--- config.mk ---
export PLATFORM = sky130hd
export DESIGN_NAME = eth_header_parser_flat
export DESIGN_NICKNAME = d
export VERILOG_FILES = /design/src/rtl/ethernet_header_pkg.sv /design/src/rtl/eth_header_parser_if.sv /design/src/rtl/eth_mac_filter.sv /design/src/rtl/eth_header_parser.sv /design/src/flat_wrapper.sv
export SDC_FILE = /design/constraint.sdc
export NUM_CORES = 1
export LEC_CHECK = 0
export CORE_MARGIN = 8
export CORE_UTILIZATION = 45
export DETAILED_ROUTE_END_ITERATION = 8
export HOLD_SLACK_MARGIN = 0.15
export PLACE_DENSITY = 0.68
export SETUP_SLACK_MARGIN = 0.2
export SYNTH_ARGS = -nofsm -noshare
export SYNTH_HDL_FRONTEND = slang
export SYNTH_HIERARCHICAL = 1
export SYNTH_SLANG_ARGS = --single-unit
--- constraint.sdc ---
create_clock -name clk -period 2.1 [get_ports clk]
set_input_delay 0.42 -clock clk [delete_from_list [all_inputs] [get_ports clk]]
set_output_delay 0.42 -clock clk [all_outputs]
set_load 0.005 [all_outputs]
--- src/rtl/ethernet_header_pkg.sv ---
// Shared Ethernet header definitions for the RX parser.
// Provides the ethernet_header struct (element [0] of every field is the
// first byte on the wire), header/length constants and the parser states.
package ethernet_header_pkg;

    typedef struct packed {
        logic [0:5][7:0] mac_destination;
        logic [0:5][7:0] mac_source;
        logic [0:1][7:0] eth_type_length;
    } ethernet_header;

    localparam logic [47:0] BROADCAST_MAC     = 48'hFF_FF_FF_FF_FF_FF;
    localparam int unsigned ETH_HDR_BYTES     = 14;
    localparam logic [15:0] ETH_MAX_LEN_FIELD = 16'd1500;

    typedef enum logic [1:0] {IDLE, HDR, PAYLOAD, DROP} eth_rx_state_t;

endpackage

--- src/rtl/eth_header_parser_if.sv ---
// Byte-stream bundle around the Ethernet RX header parser.
//   rx_data/rx_valid/rx_sof/rx_eof : received byte stream (source -> parser)
//   header/hdr_valid               : captured header and its strobe
//   pl_data/pl_valid/pl_last       : forwarded payload bytes
//   frame_err/frame_drop           : per-frame status pulses
// master = stream source / sink side, slave = parser side.
interface eth_header_parser_if;
    import ethernet_header_pkg::*;

    logic [7:0]     rx_data;
    logic           rx_valid;
    logic           rx_sof;
    logic           rx_eof;
    ethernet_header header;
    logic           hdr_valid;
    logic [7:0]     pl_data;
    logic           pl_valid;
    logic           pl_last;
    logic           frame_err;
    logic           frame_drop;

    modport master (
        output rx_data, rx_valid, rx_sof, rx_eof,
        input  header, hdr_valid, pl_data, pl_valid, pl_last, frame_err, frame_drop
    );

    modport slave (
        input  rx_data, rx_valid, rx_sof, rx_eof,
        output header, hdr_valid, pl_data, pl_valid, pl_last, frame_err, frame_drop
    );

endinterface

--- src/rtl/eth_mac_filter.sv ---
// Destination MAC filter (combinational).
//   dest   : the 6 destination bytes, dest[0] = first byte on the wire
//   accept : dest is OWN_MAC, or broadcast when ACCEPT_BROADCAST is set
module eth_mac_filter
    import ethernet_header_pkg::*;
#(
    parameter logic [47:0] OWN_MAC          = 48'h00_18_3E_01_EB_6E,
    parameter logic        ACCEPT_BROADCAST = 1'b1
) (
    input  logic [0:5][7:0] dest,
    output logic            accept
);

    assign accept = (dest == OWN_MAC) || (ACCEPT_BROADCAST && (dest == BROADCAST_MAC));

endmodule

--- src/rtl/eth_header_parser.sv ---
// Ethernet RX header parser.
// Captures the 14-byte header from the RX byte stream, filters on the
// destination MAC and forwards the payload of accepted frames with one
// cycle of latency. The RX stream cannot stall, so there is no backpressure.
//   clk   : system clock, rising edge
//   rst_n : synchronous active-low reset
//   bus   : eth_header_parser_if.slave (RX stream in; header, payload, status out)
// Build option: define ETH_LENGTH_CHECK_EN to compare the payload byte count
// against a type/length field of 1500 or less at end of frame.
//
// state   | meaning
// IDLE    | waiting for a start-of-frame byte
// HDR     | capturing header bytes 1..13
// PAYLOAD | forwarding payload of an accepted frame
// DROP    | discarding bytes until end of frame
module eth_header_parser
    import ethernet_header_pkg::*;
#(
    parameter logic [47:0] OWN_MAC           = 48'h00_18_3E_01_EB_6E,
    parameter logic        ACCEPT_BROADCAST  = 1'b1,
    parameter logic [15:0] MAX_PAYLOAD_BYTES = 16'd1500
) (
    input  logic               clk,
    input  logic               rst_n,
    eth_header_parser_if.slave bus
);

    localparam logic [3:0] HDR_LAST = 4'(ETH_HDR_BYTES - 1);

    eth_rx_state_t   state, state_n;
    logic [3:0]      hdr_cnt, hdr_cnt_n;
    logic [15:0]     pl_cnt, pl_cnt_n;
    logic [0:13][7:0] cap, cap_n;
    ethernet_header  header_q, header_n;
    logic            accept_q, accept_n, mac_ok;
    logic            hdr_valid_q, hdr_valid_n;
    logic [7:0]      pl_data_q, pl_data_n;
    logic            pl_valid_q, pl_valid_n;
    logic            pl_last_q, pl_last_n;
    logic            err_q, err_n;
    logic            drop_q, drop_n;
`ifdef ETH_LENGTH_CHECK_EN
    logic [15:0]     len_field;
    assign len_field = header_q.eth_type_length;
`endif

    eth_mac_filter #(
        .OWN_MAC          (OWN_MAC),
        .ACCEPT_BROADCAST (ACCEPT_BROADCAST)
    ) u_filter (
        .dest   (cap[0:5]),
        .accept (mac_ok)
    );

    // Header bytes are collected in cap and copied to the output header only
    // when an accepted header completes, so header stays stable between
    // hdr_valid pulses.
    always_comb begin
        state_n     = state;
        hdr_cnt_n   = hdr_cnt;
        pl_cnt_n    = pl_cnt;
        cap_n       = cap;
        header_n    = header_q;
        accept_n    = accept_q;
        hdr_valid_n = 1'b0;
        pl_data_n   = 8'h00;
        pl_valid_n  = 1'b0;
        pl_last_n   = 1'b0;
        err_n       = 1'b0;
        drop_n      = 1'b0;
        if (bus.rx_valid && bus.rx_sof) begin
            if (state == HDR) begin
                err_n = 1'b1;
            end
            if (state == PAYLOAD) begin
                // close the sink's open frame with an empty last byte
                err_n      = 1'b1;
                pl_valid_n = 1'b1;
                pl_last_n  = 1'b1;
            end
            cap_n     = '0;
            cap_n[0]  = bus.rx_data;
            hdr_cnt_n = 4'd1;
            pl_cnt_n  = '0;
            state_n   = HDR;
            if (bus.rx_eof) begin
                err_n     = 1'b1;
                hdr_cnt_n = '0;
                state_n   = IDLE;
            end
        end else if (bus.rx_valid) begin
            case (state)
                IDLE: ;
                HDR: begin
                    cap_n[hdr_cnt] = bus.rx_data;
                    hdr_cnt_n      = hdr_cnt + 4'd1;
                    if (hdr_cnt == 4'd6) begin
                        accept_n = mac_ok;
                    end
                    if (hdr_cnt == HDR_LAST) begin
                        hdr_cnt_n = '0;
                        if (accept_q) begin
                            hdr_valid_n = 1'b1;
                            header_n    = {cap[0:12], bus.rx_data};
                            state_n     = bus.rx_eof ? IDLE : PAYLOAD;
                        end else begin
                            drop_n  = 1'b1;
                            state_n = bus.rx_eof ? IDLE : DROP;
                        end
                    end else if (bus.rx_eof) begin
                        err_n     = 1'b1;
                        hdr_cnt_n = '0;
                        state_n   = IDLE;
                    end
                end
                PAYLOAD: begin
                    if (pl_cnt >= MAX_PAYLOAD_BYTES) begin
                        err_n      = 1'b1;
                        pl_valid_n = 1'b1;
                        pl_last_n  = 1'b1;
                        state_n    = bus.rx_eof ? IDLE : DROP;
                    end else begin
                        pl_cnt_n   = (pl_cnt == 16'hFFFF) ? pl_cnt : pl_cnt + 16'd1;
                        pl_data_n  = bus.rx_data;
                        pl_valid_n = 1'b1;
                        pl_last_n  = bus.rx_eof;
                        if (bus.rx_eof) begin
                            state_n = IDLE;
`ifdef ETH_LENGTH_CHECK_EN
                            if ((len_field <= ETH_MAX_LEN_FIELD) && (pl_cnt_n != len_field)) begin
                                err_n = 1'b1;
                            end
`endif
                        end
                    end
                end
                DROP: begin
                    if (bus.rx_eof) begin
                        state_n = IDLE;
                    end
                end
                default: state_n = IDLE;
            endcase
        end
    end

    always_ff @(posedge clk) begin
        if (!rst_n) begin
            state       <= IDLE;
            hdr_cnt     <= '0;
            pl_cnt      <= '0;
            cap         <= '0;
            header_q    <= '0;
            accept_q    <= 1'b0;
            hdr_valid_q <= 1'b0;
            pl_data_q   <= '0;
            pl_valid_q  <= 1'b0;
            pl_last_q   <= 1'b0;
            err_q       <= 1'b0;
            drop_q      <= 1'b0;
        end else begin
            state       <= state_n;
            hdr_cnt     <= hdr_cnt_n;
            pl_cnt      <= pl_cnt_n;
            cap         <= cap_n;
            header_q    <= header_n;
            accept_q    <= accept_n;
            hdr_valid_q <= hdr_valid_n;
            pl_data_q   <= pl_data_n;
            pl_valid_q  <= pl_valid_n;
            pl_last_q   <= pl_last_n;
            err_q       <= err_n;
            drop_q      <= drop_n;
        end
    end

    assign bus.header     = header_q;
    assign bus.hdr_valid  = hdr_valid_q;
    assign bus.pl_data    = pl_data_q;
    assign bus.pl_valid   = pl_valid_q;
    assign bus.pl_last    = pl_last_q;
    assign bus.frame_err  = err_q;
    assign bus.frame_drop = drop_q;

endmodule

--- src/flat_wrapper.sv ---
// flat-port wrapper written by rule: the top's interface ports become plain ports
module eth_header_parser_flat import ethernet_header_pkg::*;
#(
    parameter logic [47:0] OWN_MAC           = 48'h00_18_3E_01_EB_6E,
    parameter logic        ACCEPT_BROADCAST  = 1'b1,
    parameter logic [15:0] MAX_PAYLOAD_BYTES = 16'd1500
)
  (clk, rst_n, bus_rx_data, bus_rx_valid, bus_rx_sof, bus_rx_eof, bus_header, bus_hdr_valid, bus_pl_data, bus_pl_valid, bus_pl_last, bus_frame_err, bus_frame_drop);
  eth_header_parser_if bus_i ();
  input  logic clk;
  input  logic rst_n;
  input wire logic [$bits(bus_i.rx_data)-1:0] bus_rx_data;
  input wire logic [$bits(bus_i.rx_valid)-1:0] bus_rx_valid;
  input wire logic [$bits(bus_i.rx_sof)-1:0] bus_rx_sof;
  input wire logic [$bits(bus_i.rx_eof)-1:0] bus_rx_eof;
  output wire logic [$bits(bus_i.header)-1:0] bus_header;
  output wire logic [$bits(bus_i.hdr_valid)-1:0] bus_hdr_valid;
  output wire logic [$bits(bus_i.pl_data)-1:0] bus_pl_data;
  output wire logic [$bits(bus_i.pl_valid)-1:0] bus_pl_valid;
  output wire logic [$bits(bus_i.pl_last)-1:0] bus_pl_last;
  output wire logic [$bits(bus_i.frame_err)-1:0] bus_frame_err;
  output wire logic [$bits(bus_i.frame_drop)-1:0] bus_frame_drop;
  assign bus_i.rx_data = bus_rx_data;
  assign bus_i.rx_valid = bus_rx_valid;
  assign bus_i.rx_sof = bus_rx_sof;
  assign bus_i.rx_eof = bus_rx_eof;
  assign bus_header = bus_i.header;
  assign bus_hdr_valid = bus_i.hdr_valid;
  assign bus_pl_data = bus_i.pl_data;
  assign bus_pl_valid = bus_i.pl_valid;
  assign bus_pl_last = bus_i.pl_last;
  assign bus_frame_err = bus_i.frame_err;
  assign bus_frame_drop = bus_i.frame_drop;
  eth_header_parser #(.OWN_MAC(OWN_MAC), .ACCEPT_BROADCAST(ACCEPT_BROADCAST), .MAX_PAYLOAD_BYTES(MAX_PAYLOAD_BYTES)) u_core (.clk(clk), .rst_n(rst_n), .bus(bus_i));
endmodule
==> results_dict.tcl <==
set metrics [dict create \
    setup_viol 0 \
    hold_viol 0 \
    cp_top_family "buffers and inverters" \
    status "completed" \
    n_fill_cell 1960 \
    synth_compound_area_share_pct 16.0 \
    grt_pass1_wl_um 42600 \
    synth_top_area_cell "dfxtp_1" \
    yosys-top-cells-count "nand2_1, dfxtp_1, nand3_1" \
    core_area_mm2 0.0216 \
    rsz0062_at_grt "false" \
    max_freq_mhz 537 \
    maxCapViolCount 0 \
    wl_um 27400 \
    yosys.area_share.simple_pct 24.7 \
    fin_crit_sh_pct 88.6 \
    ys.warnings.count 6 \
    cts_inserted_buffers 26 \
    synth.distinct_cells 53 \
    syn-cell-area_mm2 0.00978 \
    vias 8612 \
    antenna_found_initial 0 \
    path_clk_slew_ns 0.06 \
    drcViolationCount 0 \
    synth-seq-area-share_pct 51.6 \
    cp-end-kind "primary output" \
    r2r_start "u_core/hdr_cnt[1]$_SDFFE_PN0P_" \
    io_buffers 137 \
    hp-class "primary input to register" \
    slew_headroom_pct 63.2 \
    synthTopCellsByArea "dfxtp_1, nand2_1, a21boi_1" \
    viasPerCell 5.39 \
    insertion_delay_ns 0.53 \
    drt_iter0_markers 675 \
    die_w_um 163 \
    clock_sinks 252 \
    critPathMaxFanout 2 \
    netlist.area_leader.share_pct 51.6 \
    grt_max_degree 68 \
    synth.area.mux_share_pct 2.05 \
    netlist_instances 1156 \
    ant_nets 0 \
    n_antenna_cell 0 \
    synth.most_common_cell "nand2_1" \
    path_class "register to primary output" \
    final_area_mm2 0.0128 \
    syn_area_per_cell_um2 8.46 \
    hold_path.startpoint "rst_n" \
    cts_root_buffer "clkbuf_16" \
    cp.required_ns 1.68 \
    pin_count 138 \
    power_leakage_nw 4.33 \
    grt_pass1_vias 8123 \
    cts_tree "built" \
    path_buf_inv 1 \
    dr.pass1.iters 5 \
    synth_top_family_by_area "simple AND/OR/NAND/NOR gates" \
    setup.worst_path.start "u_core/bus.header[15]$_SDFFE_PN0P_" \
    clockBufferDepth 3 \
    max_stage_delay_ns 0.53 \
    gp_congestion 0.840 \
    vdd_ir_drop_max_uv 526 \
    start_kind "register" \
    fin_worst_skew_ns 0.0172 \
    place_hpwl_um 17300 \
    ctsHoldBuffers 0 \
    p_per_area_mw_per_mm2 769 \
    grt_usage_pct 19.3 \
    crit_chain "clkdlybuf4s50_1" \
    wl_per_cell_um 17.1 \
    critPathArrivalTime_ns 1.44 \
    rows 54 \
    synth_nets 1178 \
    dieArea_mm2 0.0267 \
    async_flop_share_pct 0 \
    tightest_slew_ns 0.551 \
    placed_cell_area_mm2 0.0117 \
    ys.flop_type "dfxtp_1" \
    rrSetupSlack_ns 0.30 \
    period_needed_ns 1.86 \
    syn_to_final_growth_pct 30.4 \
    multi_input_area_mm2 0.00437 \
    slew_viol_final 0 \
    regArea_mm2 0.00505 \
    grt_overflow 0 \
    synth_xor_area_share_pct 0 \
    final_layout_size_suffix_gt1_share_pct 9.86 \
    die_height_um 163 \
    synth_edf_count 0 \
    htree_levels 1 \
    yosys.area_share.adder_pct 1.15 \
    hold_ws_ns 0.232 \
    slowest_stage "clkdlybuf4s50_1" \
    fin_nets 1321 \
    synth.ff_latch_count 252 \
    start_util_pct 45.4 \
]
where the power goes:
part,switching [mW],internal (mW)
Clock,1.86,2.80
Sequential,0.0132,4.79
Combinational,0.217,0.133
Total,2.09,7.72
kinds of logic (layout without fill, tap and decap cells):
logic type	count (synthesis)	count (layout)
mux	20	20
fa+ha+maj	9	9
flops	252	252
buf+inv	97	259
simple gates	537	537
compound gates	241	241
layout make-up:
class	instances	area share (%)
Clock buffer	38	5.77
Clock inverter	9	1.07
Inverter	10	0.294
Multi-Input combinational cell	807	34.2
Sequential cell	252	39.6
Tap cell	280	2.75
Timing Repair Buffer	202	16.3
path summary, 6_finish.rpt:
path                                   endpoint  cells after the start
max                              bus_header[15]                      1
min             u_core/bus.frame_err$_SDFF_PN0_                      3
max reg2reg  u_core/bus.header[10]$_SDFFE_PN0P_                      7
min reg2reg  u_core/bus.header[26]$_SDFFE_PN0P_                      2
stage by stage:
step	utilization (%)	cells	setup WS (ns)	TNS [ns]	total power, mW
final	59.2	1598	0.239	0	9.81
after global routing	59.2	1598	0.199	0	10.1
after CTS	58.4	1593	0.208	0	9.90
after detailed placement	54.3	1546	-0.0218	-0.210	5.25
after global placement	54.3	1546	-0.00548	-0.0295	5.25
after floorplan	-	1156	0.252	0	5.08
state kept, by name, summed over array words and instances, names as in the netlist, 2 cells and up:
signal	count
u_core/bus.header	112
u_core/cap	104
u_core/pl_cnt	16
u_core/bus.pl_data	8
u_core/hdr_cnt	4
u_core/state	2
cell usage in the layout, fill, tap and decap left out, drive strengths merged, types with 15 or more instances in the layout:
master	synthesis	layout
nand2	340	340
dfxtp	252	252
clkdlybuf4s50	0	136
a21boi	115	115
nand3	100	100
a21oi	96	96
buf	26	62
clkbuf	61	42
mux2i	20	20
nand4	15	15
routing by layer:
layer | wire [um] | GRT usage [%]
met5 | 0 | 0
met3 | 2150 | 3.73
met2 | 12500 | 30.7
met1 | 12200 | 26.3
met4 | 524 | 4.80
timing repair:
item / in CTS / in global routing
setup buffers: 0 / 1
resized for setup: 0 / 28
hold endpoints to repair: 0 / 0
setup endpoints to repair: 0 / 127
Power figures use the tool's default switching activity.
